--- config.mk ---
export PLATFORM = sky130hd
export DESIGN_NAME = rvga_lsu
export DESIGN_NICKNAME = d
export VERILOG_FILES = /design/src/rtl/rvga_lsu.sv
export SDC_FILE = /design/constraint.sdc
export NUM_CORES = 1
export LEC_CHECK = 0
export CAP_MARGIN = 20
export CORE_UTILIZATION = 45
export CTS_CLUSTER_SIZE = 30
export DETAILED_ROUTE_END_ITERATION = 10
export PLACE_DENSITY = 0.81
export SLEW_MARGIN = 10
export SYNTH_ARGS = -nofsm -noshare
export SYNTH_HDL_FRONTEND = slang
export SYNTH_SLANG_ARGS = --single-unit
--- constraint.sdc ---
create_clock -name clk -period 2.45 [get_ports clk]
set_clock_uncertainty 0.05 [all_clocks]
set_input_delay 0.735 -clock clk [delete_from_list [all_inputs] [get_ports clk]]
set_output_delay 0.735 -clock clk [all_outputs]
set_load 0.005 [all_outputs]
--- src/rtl/rvga_lsu.sv ---
// rvga_lsu: single-outstanding load/store unit.
// Aligns, masks and lane-shifts requests; extends load returns.
module rvga_lsu (
  input  logic        clk,
  input  logic        rst_n,
  input  logic        req_v_i,
  output logic        req_ready_o,
  input  logic        req_ld_i,
  input  logic [2:0]  req_op_i,
  input  logic [31:0] req_addr_i,
  input  logic [31:0] req_wdata_i,
  input  logic [4:0]  req_rd_i,
  output logic        mem_v_o,
  input  logic        mem_ready_i,
  output logic        mem_we_o,
  output logic [31:0] mem_addr_o,
  output logic [3:0]  mem_be_o,
  output logic [31:0] mem_wdata_o,
  input  logic        mem_rdata_v_i,
  input  logic [31:0] mem_rdata_i,
  output logic        resp_v_o,
  input  logic        resp_ready_i,
  output logic [31:0] resp_data_o,
  output logic [4:0]  resp_rd_o,
  output logic        resp_err_o
);

  localparam logic [2:0] OP_B  = 3'b000;
  localparam logic [2:0] OP_H  = 3'b001;
  localparam logic [2:0] OP_W  = 3'b010;
  localparam logic [2:0] OP_BU = 3'b100;
  localparam logic [2:0] OP_HU = 3'b101;

  typedef enum logic [1:0] {
    IDLE,
    ISSUE,
    WAIT,
    RESP
  } state_e;

  state_e      state_q, state_d;
  logic        ld_q, err_q;
  logic [2:0]  op_q;
  logic [31:0] addr_q, wdata_q, data_q;
  logic [4:0]  rd_q;

  logic        accept, req_err;
  logic        is_issue, is_resp;
  logic        sz_h, sz_w;
  logic [3:0]  be;
  logic [31:0] rsh, ld_ext;

  assign req_ready_o = rst_n & (state_q == IDLE);
  assign accept      = req_v_i & req_ready_o;
  assign is_issue    = (state_q == ISSUE);
  assign is_resp     = (state_q == RESP);

  always_comb begin
    req_err = 1'b0;
    unique case (req_op_i)
      OP_B:    req_err = 1'b0;
      OP_H:    req_err = req_addr_i[0];
      OP_W:    req_err = |req_addr_i[1:0];
      OP_BU:   req_err = ~req_ld_i;
      OP_HU:   req_err = ~req_ld_i | req_addr_i[0];
      default: req_err = 1'b1;
    endcase
  end

  // op[2] only marks unsigned loads; op[1:0] carries the size
  assign sz_h = (op_q[1:0] == 2'b01);
  assign sz_w = (op_q[1:0] == 2'b10);

  always_comb begin
    be = 4'b0001 << addr_q[1:0];
    unique case (1'b1)
      sz_w:    be = 4'b1111;
      sz_h:    be = 4'b0011 << addr_q[1:0];
      default: be = 4'b0001 << addr_q[1:0];
    endcase
  end

  assign rsh = mem_rdata_i >> {addr_q[1:0], 3'b000};

  always_comb begin
    ld_ext = rsh;
    unique case (op_q)
      OP_B:    ld_ext = {{24{rsh[7]}}, rsh[7:0]};
      OP_H:    ld_ext = {{16{rsh[15]}}, rsh[15:0]};
      OP_BU:   ld_ext = {24'h0, rsh[7:0]};
      OP_HU:   ld_ext = {16'h0, rsh[15:0]};
      default: ld_ext = rsh;
    endcase
  end

  assign mem_v_o     = is_issue;
  assign mem_we_o    = is_issue & ~ld_q;
  assign mem_addr_o  = is_issue ? {addr_q[31:2], 2'b00} : 32'h0;
  assign mem_be_o    = is_issue ? be : 4'h0;
  assign mem_wdata_o = (!is_issue || ld_q) ? 32'h0 :
                       sz_w ? wdata_q :
                       wdata_q << {addr_q[1:0], 3'b000};

  assign resp_v_o    = is_resp;
  assign resp_data_o = is_resp ? data_q : 32'h0;
  assign resp_rd_o   = (is_resp & ld_q) ? rd_q : 5'h0;
  assign resp_err_o  = is_resp & err_q;

  always_ff @(posedge clk or negedge rst_n) begin
    if (!rst_n) state_q <= IDLE;
    else        state_q <= state_d;
  end

  always_comb begin
    state_d = state_q;
    unique case (state_q)
      IDLE:    if (accept) state_d = req_err ? RESP : ISSUE;
      ISSUE:   if (mem_ready_i) state_d = ld_q ? WAIT : RESP;
      WAIT:    if (mem_rdata_v_i) state_d = RESP;
      RESP:    if (resp_ready_i) state_d = IDLE;
      default: state_d = IDLE;
    endcase
  end

  always_ff @(posedge clk or negedge rst_n) begin
    if (!rst_n) begin
      ld_q    <= 1'b0;
      err_q   <= 1'b0;
      op_q    <= 3'h0;
      addr_q  <= 32'h0;
      wdata_q <= 32'h0;
      rd_q    <= 5'h0;
      data_q  <= 32'h0;
    end else if (accept) begin
      ld_q    <= req_ld_i;
      err_q   <= req_err;
      op_q    <= req_op_i;
      addr_q  <= req_addr_i;
      wdata_q <= req_wdata_i;
      rd_q    <= req_rd_i;
      data_q  <= 32'h0;
    end else if (state_q == WAIT && mem_rdata_v_i) begin
      data_q  <= ld_ext;
    end
  end

endmodule

Yosys cells after proc, flatten, opt, wreduce, memory -nomap -nowiden
Index checks and enable logic that the tools add are counted.
{"block": "word_totals", "ff_bits": 108, "out_inout_bits": 110, "wordCells": 63}
{"block": "classes", "eq_ne": 16, "shift": 4, "n_mux": 18, "n_bitwise": 8, "n_reduce_logical": 9}
{"operator": "$mux W32", "count": 6}
{"operator": "$pmux W32 S4", "count": 1}
{"operator": "$shl A32 B5 Y32", "count": 1}
{"operator": "$shr A32 B5 Y32", "count": 1}
{"operator": "$eq A3 B3 Y1 const B", "count": 4}
{"operator": "$mux W2", "count": 5}
{"operator": "$ne A2 B2 Y1 const B", "count": 4}
{"operator": "$pmux W2 S4", "count": 1}
{"operator": "$pmux W4 S2", "count": 1}
{"operator": "$eq A2 B2 Y1 const B", "count": 3}
{"operator": "$eq A3 B1 Y1 const B", "count": 2}
{"operator": "$logic_not A3 Y1", "count": 2}
{"operator": "$and A1 B1 Y1", "count": 5}
{"operator": "$mux W5", "count": 1}
{"operator": "$pmux W1 S5", "count": 1}
{"operator": "$eq A2 B1 Y1 const B", "count": 2}
{"operator": "$mux W4", "count": 1}
{"operator": "$reduce_and A4 Y1", "count": 1}
{"operator": "$shl A1 B2 Y4 const A", "count": 1}
{"operator": "$shl A2 B2 Y4 const A", "count": 1}
{"operator": "$eq A3 B2 Y1 const B", "count": 1}
{"operator": "$logic_not A2 Y1", "count": 1}
{"operator": "$not A1 Y1", "count": 2}
{"operator": "$reduce_bool A2 Y1", "count": 1}
{"operator": "6 further kinds", "count": 6}

Depth between registers and ports, before layout
Gate-level depths: netlist of run 1.
{"block": "depth", "word_depth": 6, "depth_mapped": 8}

Worst setup path after synthesis of run 1
OpenSTA, ideal clock, no wires.
{"block": "synth_path", "path_type": "register to output", "start": "reg state_q[1]", "end": "out mem_wdata_o[21]", "t_arrival_ns": 1.653, "setup_slack_ns": 0.012, "stages_incl_launch_ff": 9, "path_buffers": 2, "path_cell_list": "dfrtp_1 -> inv_1 -> ha_1 -> nand2b_1 -> clkbuf_1 -> inv_1 -> clkbuf_1 -> o21ai_0 -> a21oi_1"}
{"block": "synth_via", "elab_chain_len": 4}
{"item": "start, declared", "line": "41", "source": "state_e state_q, state_d;"}
{"item": "start signal, assigned", "line": "111", "source": "else state_q <= state_d;"}
{"item": "$eq A2 B1 Y1", "line": "55", "source": "assign is_issue = (state_q == ISSUE);"}
{"item": "net mem_v_o", "line": "13", "source": "output logic mem_v_o,"}
{"item": "$logic_not A1 Y1", "line": "100", "source": "assign mem_wdata_o = (!is_issue || ld_q) ? 32'h0 :"}
{"item": "$logic_or A1 B1 Y1", "line": "100"}
{"item": "$mux W32", "line": "100"}
{"item": "end, declared", "line": "18", "source": "output logic [31:0] mem_wdata_o,"}
The timed path passes the listed nets, and every way through them passes these cells.

Worst setup path in the final report of run 1
{"block": "layout_path", "start": "reg addr_q[0]", "end": "out mem_wdata_o[30]"}
{"block": "layout_via", "elab_chain_len": 3}
{"item": "start, declared", "line": "44", "source": "logic [31:0] addr_q, wdata_q, data_q;"}
{"item": "start signal, assigned", "line": "138", "source": "addr_q <= req_addr_i;"}
{"item": "$shl A32 B5 Y32", "line": "102", "source": "wdata_q << {addr_q[1:0], 3'b000};"}
{"item": "$mux W32", "line": "101", "source": "sz_w ? wdata_q :"}
{"item": "$mux W32", "line": "100"}
No other way between the ends.

==> impl_metrics.csv, run 1 <==
group,metric,value,unit
route,drcViolationCount,0,
placed_design,io_buffer_count,218,
job,max_cap_viol_count,0,
floorplan,die-area,13600,um2
global_routing,vias_in_the_first_global_route,6086,
sta,final.setup.worst_slack,-0.114,ns
clock_network,cts.sink_count,108,
sta,timing.fmax,390,MHz
logic_synthesis,yosysSeqAreaShare,45.9,%
floorplan,fp.coreArea,12700,um2
placed_design,dpl-instance-area,8500,um2
sta,finalSetupViolCount,10,
worst_setup_path,critical_path_class,"register to output pin",
worst_setup_path,crit_start,"addr_q[0]$_DFFE_PN0N_",
logic_synthesis,yosysUniqueCellTypes,44,
route,totalWireLength,21600,um
cells_and_area,inserted_diodes,0,
sta,relSlewSlack,43.9,%
cells_and_area,finish.net_count,1095,
cells_and_area,drive_gt1_share,27.5,%
worst_setup_path,crit_family,"flip-flops",
global_routing,grt_first_pass_wirelength,31200,um
cells_and_area,seqCellArea,2710,um2
pwr,max-vdd-ir-drop,0.000564,V
route,dr.first_iter.drc_count,711,
logic_synthesis,syn-mean-instance-area,8.22,um2
pwr,p_per_area,1230,nW/um2
route,average_via_count_per_standard_cell,5.53,
sta,report.final.hold_viol_count,0,
route,route.vias.total,6387,
floorplan,rows,41,
run_status,violations,"negative setup slack",
clock_network,cts_max_path_buffers,2,
clock_network,cts_inserted_buffers,9,
global_routing,track_usage,30.3,%
cells_and_area,final_cell_mix,"sky130_fd_sc_hd__nand2_1, sky130_fd_sc_hd__clkdlybuf4s50_1, sky130_fd_sc_hd__dfrtp_1, sky130_fd_sc_hd__and2_1, sky130_fd_sc_hd__buf_4",
worst_setup_path,worstPathMaxFanout,27,
global_routing,grt_antenna_before_repair,0,
sta,setup_repair_after_global_routing_missed_its_margin,"true",
logic_synthesis,synthesis.instances,717,
worst_setup_path,arrival,1.78,ns
clock_network,cts_htree_levels,3,
worst_setup_path,crit_required,1.66,ns
clock_network,cts.root.buffer_cell,"sky130_fd_sc_hd__clkbuf_16",
worst_setup_path,r2r_start,"addr_q[1]$_DFFE_PN0N_",
clock_network,cts-hold-fix-buffers,0,
worst_setup_path,critical_path.slowest_cell,"sky130_fd_sc_hd__dfrtp_2",
cells_and_area,nFillCells,929,
route,routed_wire_length_per_instance,18.7,um
logic_synthesis,yosys_warnings,0,
placed_design,preCtsSetupSlack,-0.124,ns
logic_synthesis,synth-seq-cells,108,
run_status,outcome,"complete, but fails checks",
floorplan,io_pins,221,
placed_design,place.detailed.hpwl,13400,um
pwr,power_leakage,4.53,nW
route,detail-route-antenna-nets,0,
sta,finalMaxSlewViolations,0,
sta,post-route-period-util,105,%
route,drtPass1Iterations,7,
worst_setup_path,critical_path.cell_chain,"buf_12, nand2b_4, a311oi_2, a21oi_2, nor2_1, buf_2",
clock_network,cts_tree,"built",
cells_and_area,total_area_of_multi_input_combinational_cells,3210,um2
worst_setup_path,cp_slowest_stage_delay,0.45,ns
worst_setup_path,start_kind,"register",
cells_and_area,commonest_non_fill_non_tap_cell_in_the_layout,"sky130_fd_sc_hd__nand2_1",
min_path,worst_hold_path_type,"primary input to asynchronous set/reset pin",
placed_design,globalplace.congestion,0.904,
floorplan,start_util,46.5,%
sta,fin_worst_hold_slack,0.350,ns
sta,timing_worst_slew_pin_value,0.841,ns
clock_network,clock_latency,0.35,ns
global_routing,grt_overflow_total,0,
clock_network,clk_pin_slew_worst_paths,0.07,ns
floorplan,die_h,116,um
cells_and_area,final_design_area_no_fill,9190,um2
worst_setup_path,worstSetupEndpointType,"output pin",
global_routing,grt_start_max_net_pins,87,
worst_setup_path,worst-path-buf-inv,2,
floorplan,die-width,116,um
cells_and_area,syn2layout_area_growth,55.9,%
sta,timing.final.crit_period,2.56,ns
logic_synthesis,synthesis.area,5890,um2
## kinds of logic (layout without fill, tap and decap cells)
kind of cell | after synthesis | count (layout) | synth area share, %
mux | 24 | 24 | 4.46
other cells | 1 | 2 | 0.0637
flops | 108 | 108 | 45.9
compound gates | 158 | 158 | 16.5
fa+ha+maj | 5 | 5 | 1.06
buf+inv | 73 | 339 | 5.12
simple gates | 348 | 348 | 26.9
## final cells by class
| class | count | area share [%] |
|---|---|---|
| Clock inverter | 5 | 0.817 |
| Multi-Input combinational cell | 537 | 35.0 |
| Sequential cell | 108 | 29.4 |
| Clock buffer | 11 | 2.64 |
| Timing Repair Buffer | 305 | 28.8 |
| Timing Repair inverter | 1 | 0.123 |
| Inverter | 17 | 0.817 |
| Tap cell | 172 | 2.34 |
## Yosys cell counts (all sizes together)
cell | count | area [um2]
o21ai | 70 | 350
nor2 | 23 | 86.3
o22ai | 12 | 75.1
a211oi | 3 | 22.5
nand3 | 3 | 15.0
mux2 | 8 | 90.1
buf | 15 | 83.8
a31o | 1 | 8.76
a311oi | 1 | 8.76
and2 | 68 | 425
nand3b | 8 | 60.1
o211ai | 1 | 7.51
a31oi | 1 | 6.26
nor2b | 7 | 43.8
a2111oi | 1 | 15.0
a2bb2oi | 1 | 8.76
and3 | 11 | 68.8
o21a | 1 | 7.51
mux4 | 1 | 22.5
nand2 | 216 | 811
a221o | 17 | 170
o2111a | 1 | 12.5
conb | 1 | 3.75
inv | 16 | 60.1
or2 | 1 | 6.26
o32ai | 1 | 8.76
mux2i | 15 | 150
a21boi | 1 | 7.51
dfrtp | 108 | 2700
a21oi | 34 | 170
or4 | 1 | 7.51
ha | 5 | 62.6
nor3 | 6 | 30.0
a32oi | 1 | 8.76
a22oi | 9 | 67.6
clkbuf | 41 | 154
a21o | 1 | 7.51
nor3b | 1 | 12.5
a22o | 1 | 8.76
clkinv | 1 | 3.75
nand2b | 3 | 18.8
## worst paths after layout
kind                                               end  cells after the start  slack [ns]
min in group clk                addr_q[10]$_DFFE_PN0N_                      2        0.42
max in group asynchronous        addr_q[0]$_DFFE_PN0N_                      2        1.19
worst min-delay path            addr_q[28]$_DFFE_PN0N_                      2        0.35
worst max register to register  data_q[25]$_DFFE_PN0P_                      5        0.14
worst min register to register  addr_q[10]$_DFFE_PN0N_                      2        0.42
worst max-delay path                   mem_wdata_o[30]                      6       -0.11
## registers in the layout, summed over array words and instances, names as in the netlist
register / cells
op_q: 3
wdata_q: 32
rd_q: 5
state_q: 2
err_q: 1
ld_q: 1
addr_q: 32
data_q: 32
## power breakdown
part / internal [mW] / total (mW) / switching, mW
Clock: 0.921 / 1.59 / 0.668
Sequential: 2.57 / 3.15 / 0.579
Combinational: 3.19 / 6.58 / 3.39
Total: 6.69 / 11.3 / 4.64
## metrics by stage
step	TNS, ns	total power [mW]	utilization (%)	std cells
global route	-1.71	11.9	72.5	1156
detailed placement	-2.59	8.35	67.1	1100
floorplan	0	5.77	-	718
CTS	-1.49	10.5	72.0	1146
global placement	-1.49	8.22	67.1	1100
finish	-0.534	11.3	72.5	1156
## what timing repair did
item / in CTS / in global routing
gates resized for setup: 334 / 134
endpoints found under the setup margin: 108 / 70
pin swaps: 15 / 22
gates cloned: 5 / 3
buffers inserted: 26 / 8
## metal layers
metal / GRT usage (%) / vias to the layer above / wire [um]
met1: 37.8 / 3011 / 8390
met4: 14.0 / 0 / 846
met2: 49.6 / 382 / 10200
met5: 0 / - / 0
met3: 7.63 / 74 / 2210
li1: - / 2920 / -
(Power assumes the default switching activity.)
==> inputs of run 2 (changes only) <==
Settings changed: CORE_ASPECT_RATIO from default to 1.4.
==> impl_metrics.csv, run 2 (synthesis gave the netlist of run 1 again) <==
group,metric,value,unit
run_status,outcome,"complete, but fails checks",
run_status,violations,"design-rule violations, negative setup slack",
route,average_via_count_per_standard_cell,5.72,
worst_setup_path,arrival,1.88,ns
global_routing,vias_in_the_first_global_route,6259,
route,drtPass1Iterations,8,
route,route.vias.total,6544,
sta,finalSetupViolCount,71,
min_path,worst_hold_path_type,"primary input to asynchronous set/reset pin",
global_routing,track_usage,30.7,%
route,dr.first_iter.drc_count,580,
floorplan,start_util,46.0,%
clock_network,cts.sink_count,108,
route,routed_wire_length_per_instance,19.6,um
worst_setup_path,critical_path.slowest_cell,"sky130_fd_sc_hd__dfrtp_1",
cells_and_area,final_design_area_no_fill,9690,um2
sta,report.final.hold_viol_count,0,
sta,post-route-period-util,109,%
worst_setup_path,worst-path-buf-inv,4,
sta,relSlewSlack,66.6,%
route,totalWireLength,22400,um
global_routing,grt_overflow_total,0,
global_routing,grt_start_max_net_pins,87,
worst_setup_path,crit_required,1.66,ns
floorplan,rows,49,
pwr,p_per_area,1280,nW/um2
placed_design,dpl.cell_count,1084,
sta,timing.final.crit_period,2.67,ns
sta,timing_worst_slew_pin_value,0.500,ns
floorplan,fp.coreArea,12800,um2
cells_and_area,drive_gt1_share,30.6,%
clock_network,cts_htree_levels,3,
worst_setup_path,cp_slowest_stage_delay,0.39,ns
global_routing,grt_antenna_before_repair,0,
clock_network,clock_latency,0.35,ns
clock_network,cts_max_path_buffers,2,
global_routing,grt_first_pass_wirelength,32200,um
worst_setup_path,worstPathMaxFanout,5,
worst_setup_path,critical_path.cell_chain,"nor2b_4, a21oi_2, buf_6, buf_4, nor2_1, a211oi_2, buf_4, clkdlybuf4s15_2",
pwr,power_leakage,4.74,nW
clock_network,cts_tree,"built",
cells_and_area,finish.net_count,1103,
clock_network,clk_pin_slew_worst_paths,0.07,ns
worst_setup_path,worstSetupEndpointType,"output pin",
cells_and_area,final_cell_mix,"sky130_fd_sc_hd__nand2_1, sky130_fd_sc_hd__clkdlybuf4s50_1, sky130_fd_sc_hd__dfrtp_1, sky130_fd_sc_hd__and2_1, sky130_fd_sc_hd__buf_4",
clock_network,cts-hold-fix-buffers,0,
cells_and_area,commonest_non_fill_non_tap_cell_in_the_layout,"sky130_fd_sc_hd__nand2_1",
floorplan,die_h,137,um
floorplan,die-area,13600,um2
floorplan,io_pins,221,
sta,finalMaxSlewViolations,0,
placed_design,io_buffer_count,218,
worst_setup_path,cpMostUsedCell,"sky130_fd_sc_hd__buf_4",
sta,setup_repair_after_global_routing_missed_its_margin,"true",
sta,timing.fmax,375,MHz
worst_setup_path,start_kind,"register",
clock_network,cts.root.buffer_cell,"sky130_fd_sc_hd__clkbuf_16",
route,detail-route-antenna-nets,0,
worst_setup_path,critical_path_class,"register to output pin",
cells_and_area,inserted_diodes,0,
clock_network,cts_inserted_buffers,9,
pwr,max-vdd-ir-drop,0.000630,V
placed_design,globalplace.congestion,0.913,
route,drcViolationCount,2,
placed_design,place.detailed.hpwl,13300,um
job,max_cap_viol_count,0,
cells_and_area,post_layout_nonfiller_instances,1145,
cells_and_area,largest_registers,"addr_q: 32 flops, data_q: 32 flops, wdata_q: 32 flops",
placed_design,dpl-instance-area,8500,um2
worst_setup_path,crit_family,"buffers and inverters",
cells_and_area,syn2layout_area_growth,64.4,%
floorplan,die-width,98.7,um
sta,final.setup.worst_slack,-0.216,ns
==> run 2: cell count changes in the layout (fill, tap and decap cells not counted), moves of 6 or more <==
cell,before,now
sky130_fd_sc_hd__buf_12,7,14
sky130_fd_sc_hd__buf_2,46,32
sky130_fd_sc_hd__clkbuf_2,38,46
sky130_fd_sc_hd__dlymetal6s2s_1,0,6
sky130_fd_sc_hd__nand2_1,214,208
sky130_fd_sc_hd__o21ai_0,50,40
sky130_fd_sc_hd__o21ai_2,7,15
sky130_fd_sc_hd__o21ai_4,1,7
==> run 2: what timing repair did <==
action                                  in CTS  in global routing
gates cloned                                 8                  2
pin swaps                                   25                 44
gates resized for setup                    322                203
buffers inserted                            22                 22
endpoints found under the setup margin     108                104
==> run 2: area by class of cell <==
type	instances	area, um2
Timing Repair Buffer	314	2930
Sequential cell	108	2710
Multi-Input combinational cell	537	3490
Tap cell	153	191
Clock inverter	5	61.3
Inverter	17	76.3
Fill cell	867	3130
Clock buffer	11	233
==> run 2: through the flow <==
stage / utilization [%] / hold slack [ns] / power [mW] / setup slack, ns / setup TNS, ns
2_1_floorplan: - / 0.388 / 5.77 / 0.0123 / 0
3_3_place_gp: 66.3 / 0.399 / 8.29 / -0.110 / -2.26
3_5_place_dp: 66.3 / 0.404 / 8.41 / -0.122 / -3.23
4_1_cts: 72.5 / 0.372 / 11.0 / -0.227 / -3.08
5_1_grt: 75.6 / 0.330 / 13.0 / -0.247 / -8.73
6_report: 75.6 / 0.312 / 12.4 / -0.216 / -5.59
==> run 2: where the power goes <==
group | internal, mW | switching (mW) | total [mW]
clock | 0.800 | 0.670 | 1.47
sequential | 2.57 | 0.630 | 3.20
combinational | 3.82 | 3.88 | 7.70
==> run 2: worst paths after layout <==
| path | from | endpoint | slack [ns] | cells after the start |
|---|---|---|---|---|
| max | op_q[1]$_DFFE_PN0N_ | mem_wdata_o[17] | -0.22 | 8 |
| min | rst_n | op_q[1]$_DFFE_PN0N_ | 0.31 | 2 |
| max reg2reg | state_q[0]$_DFFE_PN0P_ | state_q[1]$_DFFE_PN0P_ | -0.02 | 11 |
| min reg2reg | addr_q[8]$_DFFE_PN0N_ | addr_q[8]$_DFFE_PN0N_ | 0.42 | 2 |
| max in group asynchronous | rst_n | wdata_q[5]$_DFFE_PN0N_ | 1.45 | 3 |
| min in group clk | addr_q[8]$_DFFE_PN0N_ | addr_q[8]$_DFFE_PN0N_ | 0.42 | 2 |
==> run 2: per-layer routing <==
layer,up-vias,GRT usage (%),wire (um)
li1,2943,-,-
met1,3056,36.1,8010
met2,424,52.6,11100
met3,121,6.34,1840
met4,0,16.9,1470
met5,-,0,0
==> run 2: worst register-to-register path: stages (launching register included) <==
cell                         delay, ns
sky130_fd_sc_hd__dfrtp_2          0.41
sky130_fd_sc_hd__buf_6            0.12
sky130_fd_sc_hd__buf_4            0.12
sky130_fd_sc_hd__clkinvlp_4       0.11
sky130_fd_sc_hd__buf_4            0.15
sky130_fd_sc_hd__buf_4            0.14
sky130_fd_sc_hd__ha_1             0.27
sky130_fd_sc_hd__nor2b_1          0.17
sky130_fd_sc_hd__a2111oi_2        0.47
sky130_fd_sc_hd__buf_4            0.21
sky130_fd_sc_hd__nor2_1           0.04
sky130_fd_sc_hd__a21oi_1          0.14
==> inputs of run 3 (changes only) <==
Settings changed: CTS_CLUSTER_SIZE 30 to 12, MAX_ROUTING_LAYER from default to met4.
==> impl_metrics.csv, run 3 (synthesis gave the netlist of run 1 again) <==
group,metric,value,unit
sta,timing.fmax,385,MHz
clock_network,cts_inserted_buffers,9,
placed_design,dpl-instance-area,8510,um2
pwr,p_sw_share,41.4,%
route,wl_met3,1320,um
pwr,internal_portion_of_total_power,6.75,mW
floorplan,io_pins,221,
clock_network,cts.sink_count,108,
placed_design,preCtsSetupSlack,-0.0974,ns
clock_network,clock_latency,0.35,ns
worst_setup_path,worstSetupEndpointType,"output pin",
worst_setup_path,crit_family,"compound AO/OA/AOI/OAI gates",
job,max_cap_viol_count,0,
sta,finalSetupTns,-1.20,ns
worst_setup_path,worst-path-buf-inv,2,
cells_and_area,final_design_area_no_fill,9280,um2
route,drcViolationCount,2,
floorplan,fp.coreArea,12800,um2
route,detail-route-antenna-nets,0,
clock_network,cts.root.buffer_cell,"sky130_fd_sc_hd__clkbuf_16",
sta,finalSetupViolCount,25,
global_routing,grt_start_max_net_pins,87,
worst_setup_path,critical_path_class,"register to output pin",
sta,relSlewSlack,41.0,%
clock_network,clk_pin_slew_worst_paths,0.08,ns
pwr,share_seq_of_total_power,27.1,%
sta,final.setup.worst_slack,-0.144,ns
run_status,violations,"design-rule violations, negative setup slack",
worst_setup_path,cp_slowest_stage_delay,0.46,ns
min_path,worst_hold_path_type,"primary input to asynchronous set/reset pin",
route,dr.first_iter.drc_count,476,
placed_design,globalplace.congestion,0.945,
clock_network,cts_tree,"built",
global_routing,vias_in_the_first_global_route,6197,
worst_setup_path,critical_path.cell_chain,"buf_6, o21ai_0, o21ai_1, a21oi_2, buf_2",
sta,report.final.hold_viol_count,0,
worst_setup_path,crit_required,1.66,ns
sta,finalMaxSlewViolations,0,
cells_and_area,post_layout_nonfiller_instances,1135,
global_routing,track_usage,30.9,%
worst_setup_path,worstPathMaxFanout,12,
global_routing,grt_antenna_before_repair,0,
floorplan,die-width,98.7,um
route,routed_wire_length_per_instance,18.6,um
pwr,total_power,11.5,mW
pwr,switching_power,4.76,mW
placed_design,io_buffer_count,218,
global_routing,grt_overflow_total,0,
clock_network,cts-hold-fix-buffers,0,
cells_and_area,nFillCells,926,
route,average_via_count_per_standard_cell,5.64,
pwr,power_leakage,4.51,nW
worst_setup_path,arrival,1.81,ns
cells_and_area,drive_gt1_share,27.9,%
placed_design,place.detailed.hpwl,13500,um
route,top_signal_layer_used,"met4",
floorplan,die_h,137,um
floorplan,die-area,13600,um2
route,drtPass1Iterations,10,
run_status,outcome,"complete, but fails checks",
sta,timing.final.crit_period,2.59,ns
worst_setup_path,critical_path.slowest_cell,"sky130_fd_sc_hd__dfrtp_2",
route,totalWireLength,21200,um
pwr,max-vdd-ir-drop,0.000574,V
cells_and_area,commonest_non_fill_non_tap_cell_in_the_layout,"sky130_fd_sc_hd__nand2_1",
floorplan,start_util,46.0,%
global_routing,grt_first_pass_wirelength,31500,um
pwr,power.share.combinational,59.6,%
pwr,p_per_area,1240,nW/um2
sta,timing_worst_slew_pin_value,0.885,ns
worst_setup_path,start_kind,"register",
route,route.vias.total,6404,
cells_and_area,largest_registers,"addr_q: 32 flops, data_q: 32 flops, wdata_q: 32 flops",
sta,post-route-period-util,106,%
clock_network,cts_htree_levels,3,
cells_and_area,inserted_diodes,0,
placed_design,dpl.cell_count,1088,
cells_and_area,final_cell_mix,"sky130_fd_sc_hd__nand2_1, sky130_fd_sc_hd__clkdlybuf4s50_1, sky130_fd_sc_hd__dfrtp_1, sky130_fd_sc_hd__and2_1, sky130_fd_sc_hd__clkbuf_2",
pwr,share_clk_of_total_power,13.4,%
route,wl_met2,10700,um
cells_and_area,post-route-util,72.4,%
route,m1WireLength,7980,um
clock_network,cts_max_path_buffers,2,
cells_and_area,finish.net_count,1093,
cells_and_area,syn2layout_area_growth,57.6,%
sta,fin_worst_hold_slack,0.416,ns
sta,setup_repair_after_global_routing_missed_its_margin,"true",
floorplan,rows,49,
## run 3: changes by cell type in the layout (fill, tap and decap cells not counted), sizes merged, moves of 4 or more
cell and change:
clkdlybuf4s15 -4, buf -13, dlygate4sd2 +8, dlymetal6s2s -6
## run 3: routing by layer
metal	up-vias	global-route usage, %
met4	0	17.6
met1	3038	36.0
met5	-	-
met2	356	51.1
met3	97	4.87
li1	2913	-
## run 3: power by group through the flow
| stage | sequential [mW] | combinational [mW] | clock (mW) |
|---|---|---|---|
| after floorplan | 2.92 | 2.86 | 0 |
| after global placement | 3.04 | 5.27 | 0 |
| after detailed placement | 3.06 | 5.40 | 0 |
| after CTS | 3.06 | 6.07 | 1.56 |
| after global routing | 3.20 | 7.36 | 1.62 |
| final | 3.12 | 6.86 | 1.54 |
## run 3: path summary, 6_finish.rpt
kind	startpoint	slack (ns)	cells past startpoint	end
setup / recovery	addr_q[0]$_DFFE_PN0N_	-0.14	5	mem_wdata_o[23]
hold / removal	rst_n	0.42	2	data_q[14]$_DFFE_PN0P_
setup reg to reg	addr_q[1]$_DFFE_PN0N_	0.08	6	data_q[21]$_DFFE_PN0P_
hold reg to reg	addr_q[15]$_DFFE_PN0N_	0.42	2	addr_q[15]$_DFFE_PN0N_
max in group asynchronous	rst_n	1.16	2	addr_q[0]$_DFFE_PN0N_
min in group clk	addr_q[15]$_DFFE_PN0N_	0.42	2	addr_q[15]$_DFFE_PN0N_
## run 3: worst reg2reg max path, delay by kind of cell (launching register included)
family / cells / cell delay [ns]
buffers and inverters: 3 / 0.54
flip-flops: 1 / 0.38
AO/OA/AOI/OAI: 2 / 0.69
multiplexers: 1 / 0.59
## run 3: area by class of cell
cell class	count	area, um2	share of cell area, %
clock inverter	6	71.3	0.768
timing repair inverter	1	11.3	0.121
clock buffer	10	239	2.57
sequential	108	2700	29.1
tap	153	191	2.06
inverter	17	82.6	0.890
timing repair buffer	303	2700	29.1
multi-input combinational	537	3280	35.4
## run 3: repair_timing
item,CTS,global route
cloned,5,4
pin swaps,18,24
setup buffers,15,14
resized for setup,306,170
endpoints found under the setup margin,108,60
